[src/rtl/isa_types_pkg.sv]
// Shared ISA-level types: data width, memory access width encoding and helpers.
package isa_types;

  localparam int XLEN = 32;

  typedef enum logic [1:0] {
    W_BYTE = 2'd0,
    W_HALF = 2'd1,
    W_WORD = 2'd2
  } write_width_t;

  function automatic logic [2:0] width_bytes(write_width_t w);
    case (w)
      W_BYTE:  return 3'd1;
      W_HALF:  return 3'd2;
      default: return 3'd4;
    endcase
  endfunction

endpackage

[src/rtl/data_mem_responder_lane_align.sv]
// Byte-lane positioning for stores and shift/extend for loads across a two-word window.
module mem_lane_align
  import isa_types::*;
#(
  parameter int XLEN = isa_types::XLEN
) (
  input  logic [1:0]          off_i,
  input  write_width_t        width_i,
  input  logic                unsigned_i,
  input  logic [XLEN-1:0]     wdata_i,
  input  logic [XLEN-1:0]     lo_i,
  input  logic [XLEN-1:0]     hi_i,
  output logic [XLEN/4-1:0]   be8_o,
  output logic [2*XLEN-1:0]   d64_o,
  output logic [XLEN-1:0]     rdata_o
);

  localparam int NB2 = XLEN / 4;

  logic [2:0]      nbytes;
  logic [4:0]      sh;
  logic [NB2-1:0]  mask;
  logic [XLEN-1:0] shifted;

  assign nbytes  = width_bytes(width_i);
  assign sh      = {off_i, 3'b000};
  assign mask    = (NB2'(1) << nbytes) - NB2'(1);
  assign be8_o   = mask << off_i;
  assign d64_o   = {{XLEN{1'b0}}, wdata_i} << sh;
  assign shifted = XLEN'({hi_i, lo_i} >> sh);

  // Sign bit is masked by unsigned_i so LBU/LHU fall out of the same path.
  always_comb begin
    case (width_i)
      W_BYTE:  rdata_o = {{(XLEN-8){~unsigned_i & shifted[7]}}, shifted[7:0]};
      W_HALF:  rdata_o = {{(XLEN-16){~unsigned_i & shifted[15]}}, shifted[15:0]};
      default: rdata_o = shifted;
    endcase
  end

endmodule

[src/rtl/data_mem_responder.sv]
// Load/store responder: one request at a time, split into up to two SRAM word
// beats when the access straddles a word boundary, response held until taken.
module data_mem_responder
  import isa_types::*;
#(
  parameter int MEM_WORDS_LOG2 = 10,
  parameter int XLEN           = isa_types::XLEN
) (
  input  logic                      clk,
  input  logic                      rst_n,
  input  logic                      req_valid,
  output logic                      req_ready,
  input  logic                      req_write,
  input  write_width_t              req_width,
  input  logic                      req_unsigned,
  input  logic [XLEN-1:0]           req_addr,
  input  logic [XLEN-1:0]           req_wdata,
  output logic                      resp_valid,
  input  logic                      resp_ready,
  output logic [XLEN-1:0]           resp_rdata,
  output logic                      sram_en,
  output logic                      sram_we,
  output logic [MEM_WORDS_LOG2-1:0] sram_addr,
  output logic [XLEN/8-1:0]         sram_be,
  output logic [XLEN-1:0]           sram_wdata,
  input  logic [XLEN-1:0]           sram_rdata
);

  localparam int NB = XLEN / 8;

  typedef enum logic [2:0] {IDLE, BEAT1, BEAT2, CAPTURE, RESP} state_t;

  state_t                    state_q;
  logic                      req_ready_q;
  logic [1:0]                off_q;
  write_width_t              width_q;
  logic                      write_q;
  logic                      uns_q;
  logic [XLEN-1:0]           wdata_q;
  logic                      split_q;
  logic [XLEN-1:0]           beat1_q;
  logic                      resp_valid_q;
  logic [XLEN-1:0]           resp_rdata_q;
  logic                      sram_en_q;
  logic                      sram_we_q;
  logic [MEM_WORDS_LOG2-1:0] sram_addr_q;
  logic [NB-1:0]             sram_be_q;
  logic [XLEN-1:0]           sram_wdata_q;

  // Aligner sees the live request while idle (to launch beat 1 at accept) and
  // the registered request afterwards (beat 2 lanes, load extension).
  logic                sel_req;
  logic [1:0]          al_off;
  write_width_t        al_width;
  logic                al_uns;
  logic [XLEN-1:0]     al_wdata;
  logic [XLEN-1:0]     al_lo;
  logic [XLEN-1:0]     al_hi;
  logic [2*NB-1:0]     be8;
  logic [2*XLEN-1:0]   d64;
  logic [XLEN-1:0]     ld_data;

  assign sel_req  = (state_q == IDLE);
  assign al_off   = sel_req ? req_addr[1:0] : off_q;
  assign al_width = sel_req ? req_width     : width_q;
  assign al_uns   = sel_req ? req_unsigned  : uns_q;
  assign al_wdata = sel_req ? req_wdata     : wdata_q;
  assign al_lo    = split_q ? beat1_q       : sram_rdata;
  assign al_hi    = split_q ? sram_rdata    : '0;

  mem_lane_align #(.XLEN(XLEN)) u_align (
    .off_i      (al_off),
    .width_i    (al_width),
    .unsigned_i (al_uns),
    .wdata_i    (al_wdata),
    .lo_i       (al_lo),
    .hi_i       (al_hi),
    .be8_o      (be8),
    .d64_o      (d64),
    .rdata_o    (ld_data)
  );

  logic unused_addr_bits;
  assign unused_addr_bits = ^req_addr[XLEN-1:MEM_WORDS_LOG2+2];

  always_ff @(posedge clk or negedge rst_n) begin
    if (!rst_n) begin
      state_q      <= IDLE;
      req_ready_q  <= 1'b0;
      off_q        <= '0;
      width_q      <= W_BYTE;
      write_q      <= 1'b0;
      uns_q        <= 1'b0;
      wdata_q      <= '0;
      split_q      <= 1'b0;
      beat1_q      <= '0;
      resp_valid_q <= 1'b0;
      resp_rdata_q <= '0;
      sram_en_q    <= 1'b0;
      sram_we_q    <= 1'b0;
      sram_addr_q  <= '0;
      sram_be_q    <= '0;
      sram_wdata_q <= '0;
    end else begin
      // SRAM is quiet unless a beat is launched below.
      sram_en_q    <= 1'b0;
      sram_we_q    <= 1'b0;
      sram_be_q    <= '0;
      sram_wdata_q <= '0;
      case (state_q)
        IDLE: begin
          if (req_ready_q && req_valid) begin
            off_q        <= req_addr[1:0];
            width_q      <= req_width;
            write_q      <= req_write;
            uns_q        <= req_unsigned;
            wdata_q      <= req_wdata;
            split_q      <= |be8[2*NB-1:NB];
            req_ready_q  <= 1'b0;
            sram_en_q    <= 1'b1;
            sram_we_q    <= req_write;
            sram_addr_q  <= req_addr[MEM_WORDS_LOG2+1:2];
            sram_be_q    <= be8[NB-1:0];
            sram_wdata_q <= req_write ? d64[XLEN-1:0] : '0;
            state_q      <= BEAT1;
          end else begin
            req_ready_q <= 1'b1;
          end
        end
        BEAT1: begin
          if (split_q) begin
            sram_en_q    <= 1'b1;
            sram_we_q    <= write_q;
            sram_addr_q  <= sram_addr_q + 1'b1;
            sram_be_q    <= be8[2*NB-1:NB];
            sram_wdata_q <= write_q ? d64[2*XLEN-1:XLEN] : '0;
            state_q      <= BEAT2;
          end else if (!write_q) begin
            state_q <= CAPTURE;
          end else begin
            resp_valid_q <= 1'b1;
            resp_rdata_q <= '0;
            state_q      <= RESP;
          end
        end
        BEAT2: begin
          beat1_q <= sram_rdata;
          if (!write_q) begin
            state_q <= CAPTURE;
          end else begin
            resp_valid_q <= 1'b1;
            resp_rdata_q <= '0;
            state_q      <= RESP;
          end
        end
        CAPTURE: begin
          resp_valid_q <= 1'b1;
          resp_rdata_q <= ld_data;
          state_q      <= RESP;
        end
        RESP: begin
          if (resp_ready) begin
            resp_valid_q <= 1'b0;
            req_ready_q  <= 1'b1;
            state_q      <= IDLE;
          end
        end
        default: state_q <= IDLE;
      endcase
    end
  end

  assign req_ready  = req_ready_q;
  assign resp_valid = resp_valid_q;
  assign resp_rdata = resp_rdata_q;
  assign sram_en    = sram_en_q;
  assign sram_we    = sram_we_q;
  assign sram_addr  = sram_addr_q;
  assign sram_be    = sram_be_q;
  assign sram_wdata = sram_wdata_q;

endmodule

[config.mk]
export PLATFORM = sky130hd
export DESIGN_NAME = data_mem_responder
export DESIGN_NICKNAME = d
export VERILOG_FILES = /design/src/rtl/isa_types_pkg.sv /design/src/rtl/data_mem_responder_lane_align.sv /design/src/rtl/data_mem_responder.sv
export SDC_FILE = /design/constraint.sdc
export NUM_CORES = 1
export LEC_CHECK = 0
export ABC_AREA = 1
export CORE_MARGIN = 2
export CORE_UTILIZATION = 50
export DETAILED_ROUTE_END_ITERATION = 8
export PLACE_DENSITY_LB_ADDON = 0.3
export SYNTH_ARGS = -nofsm -noshare
export SYNTH_HDL_FRONTEND = slang
export SYNTH_SLANG_ARGS = --single-unit
[constraint.sdc]
create_clock -name clk -period 2.7 [get_ports clk]
set_input_delay 0.54 -clock clk [delete_from_list [all_inputs] [get_ports clk]]
set_output_delay 0.54 -clock clk [all_outputs]
set_load 0.01 [all_outputs]
* Word-level counts from Yosys, hierarchy flattened
Index checks and enable logic that the tools add are counted.
Word-level totals: word-level logic and storage cells 88, bits of input ports 104, output and inout port bits 82, register bits after elaboration 156
Cells by class: shift-type cells 4, equal/unequal tests 9, reductions and logical operators 14, bitwise logic cells 3, multiplexer cells 40, $add $sub $neg 2
Operators by type and width (count):
- $mux W32 | 9
- $pmux W32 S2 | 2
- $pmux W32 S3 | 1
- $shl A32 B5 Y64 | 1
- $shr A64 B5 Y32 | 1
- $mux W10 | 2
- $pmux W10 S2 | 1
- $pmux W3 S5 | 1
- $mux W3 | 4
- $add A10 B1 Y10 const B | 1
- $mux W1 | 10
- $mux W4 | 2
- $pmux W4 S2 | 1
- $reduce_and A2 Y1 | 4
- $shl A1 B3 Y8 const A | 1
- $shl A8 B2 Y8 | 1
- $sub A8 B2 Y8 const B | 1
- $eq A3 B2 Y1 const B | 2
- $ne A2 B2 Y1 const B | 3
- $pmux W1 S2 | 3
- $pmux W3 S2 | 1
- $reduce_and A3 Y1 | 2
- $mux W2 | 2
- $pmux W1 S4 | 1
- other kinds (13) | 15

* Longest topological paths before layout
word-level depth 9, depth in mapped cells 15, depth with buffers taken out 13

* Cells and area by module
Synthesis repeated with hierarchy kept, for this count alone.
Second synthesis, totals: cells, all modules 1466, area, all modules 9844.4 um^2
By module, submodules not included:
- data_mem_responder | times used 1, cells each 967, sequential area each 3903.7 um^2, area each 7553.5 um^2
- mem_lane_align | times used 1, cells each 499, sequential area each 0.0 um^2, area each 2290.9 um^2

* Worst setup path after synthesis
No wires, ideal clock.
path kind register -> register, start point register state_q[1], end point register sram_be_q[0] (netlist: sram_be[0]), path buffers 2, arrival time 2016 ps, slack 601 ps, clock period less this slack 2099 ps, data required time 2617 ps, cell stages (with the launch flop) 16, setup time 83 ps, cells stage by stage dfrtp_1 nor2_4 nand2_2 buf_6 nand2_2 nand2_4 inv_1 clkbuf_1 ha_1 inv_1 nand2_1 o21ai_0 nand2_1 o21ai_0 nand2_1 o21ai_0
On the way: word-level cells in the longest chain between the ends 9, elaborated cells on any way between the ends 13, those cells by class add/sub: 1; eq/ne: 2; shift: 2; mux: 6; reduce/logical: 2
RTL lines:
- start, declared | line data_mem_responder.sv:33 | state_t state_q;
- start signal, assigned | line data_mem_responder.sv:88 | state_q <= IDLE;
- start signal, assigned | line data_mem_responder.sv:125 | state_q <= BEAT1;
- start signal, assigned | line data_mem_responder.sv:137 | state_q <= BEAT2;
- $logic_not A3 Y1 | line data_mem_responder.sv:63, data_mem_responder.sv:110
- $mux W2 | line data_mem_responder.sv:65 | assign al_width = sel_req ? req_width : width_q;
- $eq A2 B1 Y1 / $logic_not A2 Y1 (equally long branches) | line isa_types_pkg.sv:13 | case (w)
- $pmux W3 S2 | line isa_types_pkg.sv:13
- $shl A1 B3 Y8 | line data_mem_responder_lane_align.sv:27 | assign mask = (NB2'(1) << nbytes) - NB2'(1);
- $sub A8 B2 Y8 | line data_mem_responder_lane_align.sv:27
- $shl A8 B2 Y8 | line data_mem_responder_lane_align.sv:28 | assign be8_o = mask << off_i;
- $mux W4, on equally long branches | line data_mem_responder.sv:131, data_mem_responder.sv:112
- $pmux W4 S2 (*) | line data_mem_responder.sv:110 | case (state_q)
- end signal, assigned | line data_mem_responder.sv:123 | sram_be_q <= be8[NB-1:0];
- end signal, assigned | line data_mem_responder.sv:135 | sram_be_q <= be8[2*NB-1:NB];
- end, declared | line data_mem_responder.sv:47 | logic [NB-1:0] sram_be_q;
Every way passes the cells marked *; elsewhere a longest branch is shown, timed or not. A chain may end at the register's enable or synchronous reset.

* Final worst setup path
start point register state_q[0], end point register sram_wdata_q[7] (netlist: sram_wdata[7])
On the way: word-level cells in the longest chain between the ends 6, elaborated cells on any way between the ends 10, those cells by class eq/ne: 1; shift: 1; mux: 7; reduce/logical: 1
RTL lines:
- $logic_not A3 Y1 | line data_mem_responder.sv:63, data_mem_responder.sv:110
- $mux W32 / $mux W2 (equally long branches) | line data_mem_responder.sv:67, data_mem_responder.sv:64
- $shl A32 B5 Y64 | line data_mem_responder_lane_align.sv:29 | assign d64_o = {{XLEN{1'b0}}, wdata_i} << sh;
- $mux W32, on equally long branches | line data_mem_responder.sv:136, data_mem_responder.sv:124
- $mux W32, on equally long branches | line data_mem_responder.sv:131, data_mem_responder.sv:112
- $pmux W32 S2 (*) | line data_mem_responder.sv:110
- end signal, assigned | line data_mem_responder.sv:124 | sram_wdata_q <= req_write ? d64[XLEN-1:0] : '0;
- end signal, assigned | line data_mem_responder.sv:136 | sram_wdata_q <= write_q ? d64[2*XLEN-1:XLEN] : '0;
- end, declared | line data_mem_responder.sv:48 | logic [XLEN-1:0] sram_wdata_q;
Marked as above.

==> results.tsv <==
stage	metric	value	unit
logic_synthesis	Mapped Area	8830	sq um
logic_synthesis	Synth area leaders	dfrtp_1 (44%), nand2_1 (19%), o21ai_0 (9.8%), nand3_1 (6.6%), inv_1 (5.6%)	
placed_design	Buffers on Ports	165	
setup_path	crit path DAT	2.60	ns
cts	CTS Hold Buffers Added	0	
power	worst ir drop on vdd	0.827	mV
sta	final period utilization	84.9	%
sta	FMAX	436	MHz
floorplan	Die W	137	um
placed_design	dpl cell area	10700	sq um
setup_path	CP Launch Type	flop	
floorplan	Initial Util	51.0	%
finish	cell area after layout	11200	sq um
finish	Fillers	1560	
global_route	largest net degree at the start of global routing	61	
floorplan	num ports	186	
power	Psw	7.28	mW
global_route	initial antenna violation count	0	
sta	RSZ-0062 raised after global routing	false	
logic_synthesis	Yosys top cell area share	44.2	%
logic_synthesis	Post-Syn Instances	1238	
cts	Clock Tree Root	clkbuf_16	
power	leakage power	5.58	nW
floorplan	Vert. Die Dim	137	um
finish	# diodes	0	
drt	post-DR vias/cell	5.37	
setup_path	reg2reg path depth	9	
cts	Longest Clk Path Bufs	2	
setup_path	Setup Crit Path Kind	reg2reg	
drt	vias post-DR	8663	
setup_path	Reg2Reg Launch Point	state_q[0]	
logic_synthesis	largest area contributor in the netlist	dfrtp_1	
drt	Routed Antenna Nets	0	
global_route	first-pass GRT wire length	40.5	mm
drt	# DRC	0	
cts	CTS buffer count	17	
floorplan	Row Count	48	
drt	Initial DRC Count	971	
job	MaxCap Viol Count	0	
logic_synthesis	Seq cells post-synth	156	
power	switching part of the total	48.2	%
run_status	run status	finished, final reports clean	
logic_synthesis	Mapped Nets	1344	
power	Cell Pwr Density	1340	nW/um^2
placed_design	gpl congestion	0.940	
global_route	total global routing track utilization	28.2	%
finish	nets	1482	
setup_path	RR Endpoint	sram_wdata[7]	
cts	Clock Sinks	156	
sta	Setup Skew	0.00812	ns
power	sequential power share	25.6	%
finish	P&R area growth vs syn	27.2	%
drt	wire length per cell	15.8	um
sta	final setup fails	0	
logic_synthesis	post-synthesis sequential area ratio	44.2	%
floorplan	die area	18700	sq um
power	clock power share	15.6	%
cts	clk_lat worst skew	0.43	ns
finish	layout cell share with drive strength beyond 1	6.34	%
cts	Post-CTS Setup Bufs	0	
cts	CTS tree	done	
drt	total wire length	25.5	mm
setup_path	Setup crit end kind	flop	
power	combinational share of power	58.9	%
logic_synthesis	syn avg cell area	7.13	sq um
drt	DR pass1 iterations	5	
sta	Slew headroom	53.7	%
logic_synthesis	Unique masters post-synth	41	
setup_path	R2R Setup Slk	0.41	ns
power	Int Power	7.82	mW
finish	multi-input logic area	4020	sq um
setup_path	CP required	3.01	ns
logic_synthesis	yosys warns	0	
sta	fin crit period	2.29	ns
global_route	GRT overflow	0	
global_route	vias in the first global route	7738	
placed_design	Post-DP HPWL	18.7	mm
sta	Pins Over Slew Limit	0	
worst_hold_path	Hold Crit Class	in2async	
sta	worst-margin pin slew	0.693	ns
sta	final hold vios	0	
floorplan	core footprint	17300	sq um
finish	register area	3910	sq um
cts	CTS clk-pin slew, worst paths	0.07	ns
cts	CTS H-tree lvls	4	
setup_path	crit-path max FO	20	
sta	setup TNS	0	ns
cts	Post-CTS Resized	0	
[layout by cell type (no fill, tap or decap), drive strengths merged]
| cell type | count |
|---|---|
| nand2 | 448 |
| mux2i | 3 |
| o221ai | 2 |
| nor3b | 1 |
| nor3 | 3 |
| bufinv | 1 |
| ha | 2 |
| a31oi | 1 |
| a21oi | 29 |
| or2 | 9 |
| inv | 141 |
| o21a | 2 |
| clkinv | 2 |
| clkdlybuf4s50 | 164 |
| nor2 | 19 |
| dfrtp | 156 |
| nand3b | 3 |
| o32ai | 1 |
| o22ai | 15 |
| o21ai | 197 |
| o211ai | 10 |
| clkinvlp | 4 |
| buf | 31 |
| nand3 | 120 |
| xor2 | 5 |
| clkbuf | 19 |
| a22oi | 1 |
[routing by layer]
metal,wire length [um],track usage [%],up-vias
met4,365,7.56,0
met5,0,0,-
met3,2650,6.70,25
li1,-,-,4243
met2,10600,38.6,426
met1,12000,44.2,3969
[flip-flops by register name, summed over array words and instances (netlist names), 2 cells and up]
register    flops
wdata_q        32
sram_addr      10
resp_rdata     32
sram_wdata     32
off_q           2
beat1_q        32
width_q         2
state_q         3
sram_be         4
[final cells by class]
class	instances	share of cell area [%]
clock buffer	19	3.95
clock inverter	13	1.18
inverter	135	4.54
multi-input combinational	871	35.8
sequential	156	34.8
tap	225	2.51
timing repair buffer	195	17.3
[cells in the mapped netlist, drive strengths merged]
cell / number
a21oi: 29
a22oi: 1
a31oi: 1
buf: 47
clkbuf: 29
clkinv: 1
dfrtp: 156
ha: 2
inv: 134
mux2i: 3
nand2: 448
nand3: 120
nand3b: 3
nor2: 19
nor3: 3
nor3b: 1
o211ai: 10
o21a: 2
o21ai: 197
o221ai: 2
o22ai: 15
o32ai: 1
or2: 9
xor2: 5
[power groups by stage]
stage	sequential [mW]	combinational (mW)	clock (mW)
after global placement	3.84	8.55	0
final	3.86	8.89	2.35
after global routing	3.97	9.86	2.48
after CTS	3.86	8.74	2.38
after floorplan	3.99	5.77	0
after detailed placement	3.89	8.70	0
[kinds of logic after synthesis]
group / Yosys count / share of synthesized area, %
simple gates: 603 / 28.7
fa+ha+maj: 2 / 0.283
flops: 156 / 44.2
xor+xnor: 5 / 0.496
compound gates: 258 / 15.7
buf+inv: 211 / 10.3
mux: 3 / 0.340
[critical path, cell delays in order, from the launching register on]
cell,delay [ns]
dfrtp_1,0.43
nor2_4,0.19
nand2_2,0.13
nand2_4,0.20
nand2_2,0.29
buf_4,0.30
o21ai_0,0.38
nand2_1,0.10
nand3_1,0.08
o21ai_1,0.06
[worst max path at each step]
stage / slack (ns) / endpoint / start / cells past startpoint
4_1_cts: 0.43 / sram_wdata[7] / state_q[0] / 9
2_1_floorplan: 0.60 / sram_be[0] / state_q[1] / 15
3_5_place_dp: 0.25 / sram_wdata[7] / req_addr[0] / 8
5_1_grt: 0.28 / sram_wdata[23] / state_q[0] / 9
6_report: 0.41 / sram_wdata[7] / state_q[0] / 9
3_3_place_gp: 0.29 / sram_wdata[7] / req_addr[0] / 8
[metrics by stage]
stage	setup WS (ns)	total power, mW	std cells	hold slack, ns	utilization (%)
6_report	0.408	15.1	1614	0.0430	64.9
5_1_grt	0.279	16.3	1614	0.0875	64.9
4_1_cts	0.429	15.0	1614	0.0627	64.9
3_5_place_dp	0.248	12.6	1582	0.467	61.6
3_3_place_gp	0.291	12.4	1582	0.462	61.6
2_1_floorplan	0.601	9.76	1238	0.244	-
Note: power is estimated with default switching activity, not from simulation.
